**config.mk**
```make
export PLATFORM = sky130hd
export DESIGN_NAME = approx_adder_eval_ctrl
export DESIGN_NICKNAME = d
export VERILOG_FILES = /design/src/rtl/approx_adder_eval_ctrl.sv
export SDC_FILE = /design/constraint.sdc
export NUM_CORES = 1
export LEC_CHECK = 0
export ABC_AREA = 1
export CAP_MARGIN = 5
export CORE_ASPECT_RATIO = 1.75
export CORE_UTILIZATION = 57
export DETAILED_ROUTE_END_ITERATION = 8
export HOLD_SLACK_MARGIN = 0.06
export PLACE_DENSITY = 0.83
export SETUP_SLACK_MARGIN = 0.4
export SLEW_MARGIN = 20
export SYNTH_ARGS = -nofsm -noshare
export SYNTH_HDL_FRONTEND = slang
export SYNTH_SLANG_ARGS = --single-unit
```
**constraint.sdc**
```tcl
create_clock -name clk -period 17.05 [get_ports clk]
set_clock_uncertainty 0.05 [all_clocks]
set_input_delay 1.705 -clock clk [delete_from_list [all_inputs] [get_ports clk]]
set_output_delay 1.705 -clock clk [all_outputs]
set_load 0.01 [all_outputs]
```
**src/rtl/approx_adder_eval_ctrl.sv**
```systemverilog
// Error-characterisation controller for approximate adders: LFSR operand generator plus error statistics.
// Optional macro EVAL_MAX_ERR_EN compiles in the err_max register and comparator; otherwise err_max is tied to 0.
module approx_adder_eval_ctrl #(
  parameter int unsigned W     = 16,
  parameter int unsigned CNT_W = 18,
  parameter int unsigned ACC_W = 40,
  parameter logic [31:0] SEED  = 32'hACE1_1234
) (
  input  logic             clk,
  input  logic             rst,
  input  logic             start,
  input  logic [CNT_W-1:0] n_vectors,
  output logic [W-1:0]     in1,
  output logic [W-1:0]     in2,
  input  logic [W:0]       res,
  output logic             busy,
  output logic             done,
  output logic [CNT_W-1:0] err_count,
  output logic [ACC_W-1:0] err_sum,
  output logic [W:0]       err_max,
  output logic [CNT_W-1:0] vec_count
);

  localparam logic [31:0] SEED_EFF = (SEED == 32'h0) ? 32'h1 : SEED;
  localparam logic [31:0] POLY     = 32'h8020_0003;

  typedef enum logic {IDLE, RUN} state_t;

  state_t           state;
  logic [31:0]      lfsr;
  logic [CNT_W-1:0] target;

  logic [W:0]       exact_c;
  logic [W:0]       abs_err_c;
  logic [31:0]      lfsr_nxt_c;
  logic [ACC_W:0]   sum_ext_c;
  logic [CNT_W-1:0] vec_nxt_c;
  logic             accept_c;
  logic             capture_c;
  logic             last_c;

  // Reference sum and magnitude of the adder-under-test error.
  assign exact_c    = (W+1)'(in1) + (W+1)'(in2);
  assign abs_err_c  = (res >= exact_c) ? (res - exact_c) : (exact_c - res);
  assign lfsr_nxt_c = (lfsr >> 1) ^ (lfsr[0] ? POLY : 32'h0);
  assign sum_ext_c  = (ACC_W+1)'(err_sum) + (ACC_W+1)'(abs_err_c);
  assign vec_nxt_c  = vec_count + CNT_W'(1);
  assign accept_c   = (state == IDLE) && start;
  assign capture_c  = (state == RUN);
  assign last_c     = (vec_nxt_c == target);

  always_ff @(posedge clk or posedge rst) begin
    if (rst) begin
      state     <= IDLE;
      lfsr      <= SEED_EFF;
      target    <= '0;
      in1       <= '0;
      in2       <= '0;
      busy      <= 1'b0;
      done      <= 1'b0;
      err_count <= '0;
      err_sum   <= '0;
      vec_count <= '0;
    end else begin
      done <= 1'b0;
      case (state)
        IDLE: begin
          if (start) begin
            err_count <= '0;
            err_sum   <= '0;
            vec_count <= '0;
            if (n_vectors == '0) begin
              done <= 1'b1;
            end else begin
              lfsr   <= SEED_EFF;
              in1    <= SEED_EFF[W-1:0];
              in2    <= SEED_EFF[16+W-1:16];
              target <= n_vectors;
              busy   <= 1'b1;
              state  <= RUN;
            end
          end
        end
        RUN: begin
          vec_count <= vec_nxt_c;
          if (abs_err_c != '0) err_count <= err_count + CNT_W'(1);
          // Saturate the accumulator instead of wrapping.
          err_sum <= sum_ext_c[ACC_W] ? {ACC_W{1'b1}} : sum_ext_c[ACC_W-1:0];
          if (last_c) begin
            busy  <= 1'b0;
            done  <= 1'b1;
            state <= IDLE;
          end else begin
            lfsr <= lfsr_nxt_c;
            in1  <= lfsr_nxt_c[W-1:0];
            in2  <= lfsr_nxt_c[16+W-1:16];
          end
        end
        default: state <= IDLE;
      endcase
    end
  end

`ifdef EVAL_MAX_ERR_EN
  // Running maximum of the absolute error over the current run.
  always_ff @(posedge clk or posedge rst) begin
    if (rst) begin
      err_max <= '0;
    end else if (accept_c) begin
      err_max <= '0;
    end else if (capture_c && (abs_err_c > err_max)) begin
      err_max <= abs_err_c;
    end
  end
`else
  assign err_max = '0;
`endif

endmodule

```
==> summary.txt, run 1 <==
Final Instance Area -> 13,600 um2
crit-path max cell delay -> 780 ps
Site Rows -> 68
CTS Sinks -> 142
CP Class -> register to register
Seq cells post-synth -> 142
ys async rst share -> 100%
met3 WL -> 2510 um
Cells after Synth -> 1,720
slowest cell on the critical path -> o21ai_0
compound-gate portion of the synthesized area -> 8.94%
area delta synth->final -> 17.6%
routed via count -> 11,616
synth top area cells -> dfrtp_1 (28%), nand2_1 (20%), ha_1 (7.5%), inv_1 (7.0%), nand3_1 (5.2%)
IO Count -> 165
routability cong. -> 1.04
post-route ant nets -> 0
total wire length -> 37,200 um
final setup fails -> 0
IO Port Bufs -> 147
sequential area share after synthesis -> 30.9%
Ys Warns -> 0
met1 WL -> 13,000 um
initial core utilization -> 58.3%
die area -> 20,900 um2
Leak -> 7.26 nW
largest net degree at the start of global routing -> 78
highest metal used -> met4
ys flop type -> dfrtp_1
Total Routing Usage GR -> 37.8%
Remaining Overflow, GRT -> 0
Reg clk slew, reported paths -> 70 ps
synthesized-area fraction occupied by adder cells -> 8.17%
syn_area_per_cell -> 6.72 um2
CP endpoint kind -> register
CTS buffer count -> 17
later-pin clock latency in the skew report -> 420 ps
Worst Tran Pin Value -> 955 ps
die extent in x -> 110 um
mean routed wirelength per cell -> 17.8 um
Post-DP Area -> 13,000 um2
pwr dens -> 95.5 nW/um2
Post-DP HPWL -> 27,300 um
layout cells sized above 1 -> 5.35%
Period minus WS final -> 7360 ps
Power Total -> 1.30 mW
post-route core utilization -> 68.5%
Core Area -> 19,800 um2
DR iter-0 viols -> 790
global-route wire length before repair -> 58,900 um
initial antenna violation count -> 1
peak supply drop -> 0.0000851 V
commonest cells in the netlist -> nand2_1 (621), inv_1 (214), dfrtp_1 (129)
Worst EP required -> 17,310 ps
metal2 WL -> 18,300 um
most frequent CP cell -> nand2_1
Cell Area, Synth -> 11,600 um2
CTS H-Tree Depth -> 4
root buf cell -> clkbuf_16
vias in the first global route -> 11,636
mux cell area share after synthesis -> 0%
fmax -> 0.136 GHz
Hold Slack -> 419 ps
XOR/XNOR share of the synthesized area -> 5.88%
final hold vios -> 0
crit path launch type -> register
EDFF count, synth -> 0
fin nets -> 1,947
run status -> complete, no violations
main combinational cell family by area after synthesis -> simple AND/OR/NAND/NOR gates
CTS tree -> done
slew margin rel. -> 36.0%
Final period util -> 43.2%
CTS Hold Buffers Added -> 0
DRC viols -> 0
Max Cap Viol -> 0
RSZ-0062 raised after global routing -> false
post-CTS setup buffers -> 0
setup_tns -> 0 ps
Yosys cell types -> 49
cts repair resizes -> 0
worst path arrival time -> 7620 ps
post-synth top area cell -> dfrtp_1
Vias/cell -> 5.54
count of final max-slew check failures -> 0
count leader, synth -> nand2_1
Die H -> 190 um
CTS max path bufs -> 2
post-synth top area share -> 27.9%
Hold WC Path Type -> register to register
Crit Path Max Fanout -> 27
drt pass-1 iters -> 6
post-synthesis simple-gate area fraction -> 34.8%
-- report_power, final --
part | internal (mW) | leakage, nW | switching [mW]
clock | 0.226 | 0.291 | 0.157
combinational | 0.203 | 5.22 | 0.291
sequential | 0.375 | 1.75 | 0.0452
total | 0.804 | 7.26 | 0.493
-- area by class of cell --
cell class / instances / area, um2
clock inverter: 13 / 154
fill: 1775 / 6230
clock buffer: 19 / 453
tap: 245 / 307
inverter: 223 / 842
antenna: 1 / 2.50
timing repair buffer: 153 / 1520
multi-input combinational: 1299 / 6740
sequential: 142 / 3570
-- logic make-up (layout without fill, tap and decap cells) --
kind of cell / Yosys count / count (layout)
other: 1 / 18
adders and majority gates: 73 / 73
DFF: 142 / 142
xor gates and xnor gates: 76 / 76
and+or+nand+nor: 946 / 946
AOI/OAI and AO/OA: 187 / 187
buffers and inverters: 295 / 408
-- stage by stage --
step	std cells	worst slack, ps
4_1_cts	2094	9970
3_5_place_dp	2062	10000
3_3_place_gp	2062	10160
5_1_grt	2094	9040
6_report	2095	9690
2_1_floorplan	1736	11510
-- flip-flops by register name, summed over array words and instances, names as in the netlist --
name	flops
err_sum	40
err_count	18
target	18
vec_count	18
in2	16
in1	15
lfsr	14
busy	1
capture_c	1
done	1
-- path summary, 6_finish.rpt --
kind	startpoint	end	slack [ps]	cells past startpoint
setup / recovery	in1[1]	err_sum[29]	9690	33
hold / removal	lfsr[27]	lfsr[27]	420	2
setup reg to reg	in1[1]	err_sum[29]	9690	33
hold reg to reg	lfsr[27]	lfsr[27]	420	2
max in group asynchronous	rst	capture_c	13860	3
min in group asynchronous	rst	target[17]	1740	2
-- metal layers --
| layer | global-route usage, % | up-vias |
|---|---|---|
| met5 | 0 | - |
| met4 | 31.7 | 0 |
| met3 | 9.98 | 176 |
| met2 | 63.6 | 442 |
| met1 | 38.0 | 5349 |
| li1 | - | 5649 |
-- critical path: cells and delay by family, from the launching register on --
family          cells  cell delay, ps
buf+inv             4             930
flops               1             460
compound gates      8            2110
fa+ha+maj           3            1280
simple gates       16            2020
xor+xnor            2             390
-- placed cells by master (no fill, tap or decap), types with 7 or more instances in the layout --
master,netlist,final
a21o_1,13,13
a21oi_1,56,56
clkbuf_16,0,17
clkdlybuf4s50_1,0,147
conb_1,1,17
dfrtp_1,129,128
dfstp_2,13,13
ha_1,69,69
inv_1,214,213
nand2_1,621,621
nand3_1,121,121
nand3b_1,7,7
nand4_1,21,21
nor2_1,93,92
nor3_1,31,31
nor4_1,7,7
o21ai_0,79,79
o22ai_1,17,17
or2_2,16,16
xnor2_1,19,19
xor2_1,56,56
Note: power is estimated with default switching activity, not from simulation.
==> run 2, diff against run 1 <==
Settings changed: CORE_UTILIZATION 57 to 56, PLACE_DENSITY 0.83 to 0.82.
Clock period 17.05 ns to 7.21 ns, I/O delays scaled along.
==> summary.txt, run 2 (synthesis results as in run 1) <==
final setup fails -> 0 (unchanged)
initial antenna violation count -> 0 (-1)
Period minus WS final -> 6360 ps (-998 ps)
die extent in x -> 111 um (+0.87%)
CTS Hold Buffers Added -> 0 (unchanged)
die area -> 21,200 um2 (+1.8%)
CTS tree -> done
Hold WC Path Type -> register to register
routability cong. -> 1.08 (+4.3%)
most flop-heavy register -> err_sum
most frequent CP cell -> nand2_1
setup_tns -> 0 ps (unchanged)
ANT cells -> 0 (-1)
min-delay src -> lfsr[4]
root buf cell -> clkbuf_16
Leak -> 7.26 nW (about the same)
count of final max-slew check failures -> 0 (unchanged)
Crit Path Max Fanout -> 9 (-67%)
Final period util -> 88.2% (+45 points)
Worst Tran Pin Value -> 933 ps (-21.6 ps)
Max Cap Viol -> 0 (unchanged)
CTS Sinks -> 142 (unchanged)
final hold vios -> 0 (unchanged)
Core Area -> 20,300 um2 (+2.3%)
worst r2r path cells -> 30 (-9.1%)
post-route ant nets -> 0 (unchanged)
Worst Hold End -> lfsr[4]
later-pin clock latency in the skew report -> 430 ps (about the same)
total wire length -> 35,700 um (-4.1%)
post-route core utilization -> 67.2% (-1.4 points)
IO Count -> 165 (unchanged)
commonest non-fill, non-tap cells in the layout -> nand2_1 (621), inv_1 (212), clkdlybuf4s50_1 (147)
layout cells sized above 1 -> 5.40% (+0.048 points)
Remaining Overflow, GRT -> 0 (unchanged)
fmax -> 0.157 GHz (+16%)
most common cell after layout, fill and taps aside -> nand2_1
IO Port Bufs -> 147 (unchanged)
pwr dens -> 227 nW/um2 (+140%)
max reg flops -> 40 (unchanged)
cts repair resizes -> 0 (unchanged)
Vias/cell -> 5.56 (+0.29%)
largest net degree at the start of global routing -> 83 (+6.4%)
vias in the first global route -> 11,283 (-3.0%)
slew margin rel. -> 37.4% (+1.5 points)
run status -> complete, no violations
RSZ-0062 raised after global routing -> false
CTS buffer count -> 17 (unchanged)
peak supply drop -> 0.000216 V (+150%)
initial core utilization -> 56.9% (-1.3 points)
area delta synth->final -> 18.0%
post-CTS setup buffers -> 0 (unchanged)
worst path arrival time -> 6620 ps (-1000 ps)
DRC viols -> 0 (unchanged)
Total Routing Usage GR -> 33.5% (-4.2 points)
Reg2Reg Launch Point -> in1[0]
Worst EP required -> 7470 ps (-9840 ps)
mean routed wirelength per cell -> 17.0 um (-4.3%)
CP endpoint kind -> register
fin nets -> 1,950 (+0.15%)
Die H -> 192 um (+0.88%)
drt pass-1 iters -> 6 (unchanged)
CTS max path bufs -> 2 (unchanged)
reg2reg end -> err_sum[35]
crit-path max cell delay -> 530 ps (-250 ps)
Reg clk slew, reported paths -> 60 ps (about the same)
slowest cell on the critical path -> a21oi_1
routed via count -> 11,672 (+0.48%)
Post-DP HPWL -> 26,800 um (-1.8%)
CP Class -> register to register
global-route wire length before repair -> 55,700 um (-5.4%)
Hold Crit Depth -> 2 (unchanged)
crit path launch type -> register
CTS H-Tree Depth -> 4 (unchanged)
Power Total -> 3.09 mW (+140%)
Worst R2R Setup Slack -> 850 ps (-8840 ps)
Site Rows -> 69 (+1.5%)
DR iter-0 viols -> 959 (+21%)
==> run 2: changes by cell type in the layout (fill, tap and decap cells not counted), sizes merged <==
cell / delta
clkbuf: +4
inv: -3
clkinv: -2
buf: +1
bufinv: +1
clkinvlp: +1
diode: -1
==> run 2: how the worst max path moves through the flow <==
stage	endpoint	cells past startpoint	slack (ps)	startpoint
after floorplan	err_sum[16]	35	1720	in1[1]
after global placement	err_sum[29]	29	880	in1[0]
after detailed placement	err_sum[26]	31	660	in1[0]
after CTS	err_sum[17]	31	550	in1[0]
after global routing	err_sum[35]	35	450	in1[1]
final	err_sum[35]	30	850	in1[0]
==> run 2: critical path, delay by kind of cell, from the launching register on <==
| kind | cells | cell delay [ps] |
|---|---|---|
| AOI/OAI and AO/OA | 6 | 1420 |
| buffers and inverters | 3 | 430 |
| and+or+nand+nor | 16 | 2160 |
| DFF | 1 | 460 |
| adders and majority gates | 4 | 1510 |
| xor gates and xnor gates | 1 | 200 |
==> run 2: through the flow <==
| step | cell area [um2] | instances | setup WS [ps] | hold WS [ps] |
|---|---|---|---|---|
| 3_3_place_gp | 13000 | 2066 | 884 | 408 |
| 3_5_place_dp | 13000 | 2066 | 658 | 406 |
| 6_report | 13600 | 2099 | 850 | 418 |
| 2_1_floorplan | 11600 | 1736 | 1720 | 393 |
| 4_1_cts | 13600 | 2097 | 554 | 421 |
| 5_1_grt | 13600 | 2099 | 451 | 439 |
==> run 2: where the power goes <==
part / switching (mW) / internal (mW)
sequential: 0.112 / 0.887
combinational: 0.688 / 0.478
clock: 0.348 / 0.573
==> run 2: final cells by class <==
type / count / area (um2)
Fill cell: 1766 / 6660
Inverter: 223 / 846
Timing Repair inverter: 2 / 15.0
Tap cell: 248 / 310
Clock inverter: 8 / 130
Sequential cell: 142 / 3570
Clock buffer: 23 / 478
Multi-Input combinational cell: 1299 / 6750
Timing Repair Buffer: 154 / 1530
==> run 2: per-layer routing <==
layer | wire length (um) | global-route usage [%] | up-vias
li1 | - | - | 5643
met1 | 12800 | 34.2 | 5395
met2 | 18400 | 61.9 | 478
met3 | 1670 | 4.92 | 156
met4 | 2770 | 24.5 | 0
met5 | 0 | 0 | -
==> run 3, diff against run 2 <==
Settings changed: CTS_CLUSTER_DIAMETER set to 40.
==> results of run 3 <==
Final layout, timing and power as in run 2 (identical DEF).
==> variant: new RTL, flow settings as in run 3 <==
Register the output `vec_count` once more, cleared by the reset; this adds one clock of latency there. The other outputs are not delayed to match.
--- a/src/rtl/approx_adder_eval_ctrl.sv
+++ b/src/rtl/approx_adder_eval_ctrl.sv
@@ -26,6 +26,8 @@
 
   typedef enum logic {IDLE, RUN} state_t;
 
+  logic [CNT_W-1:0] vec_count_s0;
+
   state_t           state;
   logic [31:0]      lfsr;
   logic [CNT_W-1:0] target;
@@ -44,7 +46,7 @@
   assign abs_err_c  = (res >= exact_c) ? (res - exact_c) : (exact_c - res);
   assign lfsr_nxt_c = (lfsr >> 1) ^ (lfsr[0] ? POLY : 32'h0);
   assign sum_ext_c  = (ACC_W+1)'(err_sum) + (ACC_W+1)'(abs_err_c);
-  assign vec_nxt_c  = vec_count + CNT_W'(1);
+  assign vec_nxt_c  = vec_count_s0 + CNT_W'(1);
   assign accept_c   = (state == IDLE) && start;
   assign capture_c  = (state == RUN);
   assign last_c     = (vec_nxt_c == target);
@@ -60,7 +62,7 @@
       done      <= 1'b0;
       err_count <= '0;
       err_sum   <= '0;
-      vec_count <= '0;
+      vec_count_s0 <= '0;
     end else begin
       done <= 1'b0;
       case (state)
@@ -68,7 +70,7 @@
           if (start) begin
             err_count <= '0;
             err_sum   <= '0;
-            vec_count <= '0;
+            vec_count_s0 <= '0;
             if (n_vectors == '0) begin
               done <= 1'b1;
             end else begin
@@ -82,7 +84,7 @@
           end
         end
         RUN: begin
-          vec_count <= vec_nxt_c;
+          vec_count_s0 <= vec_nxt_c;
           if (abs_err_c != '0) err_count <= err_count + CNT_W'(1);
           // Saturate the accumulator instead of wrapping.
           err_sum <= sum_ext_c[ACC_W] ? {ACC_W{1'b1}} : sum_ext_c[ACC_W-1:0];
@@ -116,5 +118,13 @@
   assign err_max = '0;
 `endif
 
+  always_ff @(posedge clk or posedge rst) begin
+    if (rst) begin
+      vec_count <= '0;
+    end else begin
+      vec_count <= vec_count_s0;
+    end
+  end
+
 endmodule
 
Check against the original RTL: not equivalent (a bounded check fails within 4 cycles, from zero or initial values and one cycle with rst high).
==> variant against run 3 <==
Area after synthesis is 6.0% higher. Hold slack worse by 0.053 ns. Setup slack improved by 0.16 ns. Sequential cell count up 18. Wire length is 0.23% higher. Critical path depth rose by 3. Power increased by 3.9%. Cell area grew 4.8%. Critical path type unchanged. Critical endpoint is now err_sum[27]$_DFFE_PP0P_. Largest power group unchanged.
==> variant: results <==
export IMPL_synthMuxAreaShare=0.00828
export IMPL_outcome="finished, final reports clean"
export IMPL_vias=12000
export IMPL_max_stage_delay_ns=0.45
export IMPL_diodes=0
export IMPL_vdd_drop_max_uv=159
export IMPL_fin_nets=1997
export IMPL_dp_hpwl_um=27800
export IMPL_place_gp_congestion=1.03
export IMPL_worst_pin_slew_ns=1.15
export IMPL_arrival_ns=6.49
export IMPL_ys_types=47
export IMPL_synth_xor_area_frac=0.0569
export IMPL_critPathSlowestCell="dfrtp_1"
export IMPL_grt_first_pass_wirelength_um=56900
export IMPL_critPathMaxFanout=30
export IMPL_drt_iter0_markers=908
export IMPL_insertion_delay_ns=0.45
export IMPL_grt_total_usage=0.327
export IMPL_grt_max_degree=82
export IMPL_hold_path_startpoint="vec_count_s0[15]$_DFFE_PP0P_"
export IMPL_drt_wl_total_um=35700
export IMPL_ys_seq_area_frac=0.328
export IMPL_p_leak_nw=7.31
export IMPL_netlist_top_cells_count="579 x nand2_1, 225 x inv_1, 147 x dfrtp_1"
## variant: layout make-up
type,instances,area (sq um)
Clock buffer,20,457
Sequential cell,160,4020
Inverter,232,876
Timing Repair Buffer,154,1530
Tap cell,292,365
Multi-Input combinational cell,1321,6930
Fill cell,1933,7220
Clock inverter,12,98.8
## variant: routing by layer
layer / GRT usage / wire, um / vias up
li1: - / - / 5815
met4: 0.213 / 2160 / 0
met5: 0 / 0 / -
met2: 0.611 / 19300 / 427
met3: 0.0586 / 1560 / 127
met1: 0.326 / 12800 / 5587
## variant: power breakdown
group | switching [W] | internal, W | total [W]
clock network | 0.000400 | 0.000466 | 0.000866
registers | 0.000124 | 0.000989 | 0.00111
logic | 0.000744 | 0.000485 | 0.00123
total | 0.00127 | 0.00194 | 0.00321
## variant: through the flow
stage	setup slack, ns	total power (W)	instance area [sq um]	std cells
2_1_floorplan	2.12	0.00187	12300	1791
3_3_place_gp	1.20	0.00233	13700	2159
3_5_place_dp	1.09	0.00234	13700	2159
4_1_cts	1.06	0.00321	14300	2191
5_1_grt	0.560	0.00338	14300	2191
6_report	1.01	0.00321	14300	2191
## variant: path summary, 6_finish.rpt
path                                            end  slack, ns  cells after the start
hold / removal              vec_count[15]$_DFF_PP0_       0.36                      0
min in group asynchronous  err_count[5]$_DFFE_PP0P_       0.72                      2
hold reg to reg             vec_count[15]$_DFF_PP0_       0.36                      0
max in group asynchronous       capture_c$_DFF_PP0_       5.21                      3
setup reg to reg            err_sum[27]$_DFFE_PP0P_       1.01                     33
setup / recovery            err_sum[27]$_DFFE_PP0P_       1.01                     33
## variant: cells by family after synthesis
kind of cell,count (synthesis)
AND/OR/NAND/NOR,954
buffers and inverters,310
AO/OA/AOI/OAI,190
flip-flops,160
XOR/XNOR,78
adder cells (fa/ha/maj),73
multiplexers,9
other,1
## variant: repair_timing
item / CTS / global route
endpoints found under the setup margin: 0 / 2
gates resized for setup: 0 / 1
endpoints found under the hold margin: 0 / 0
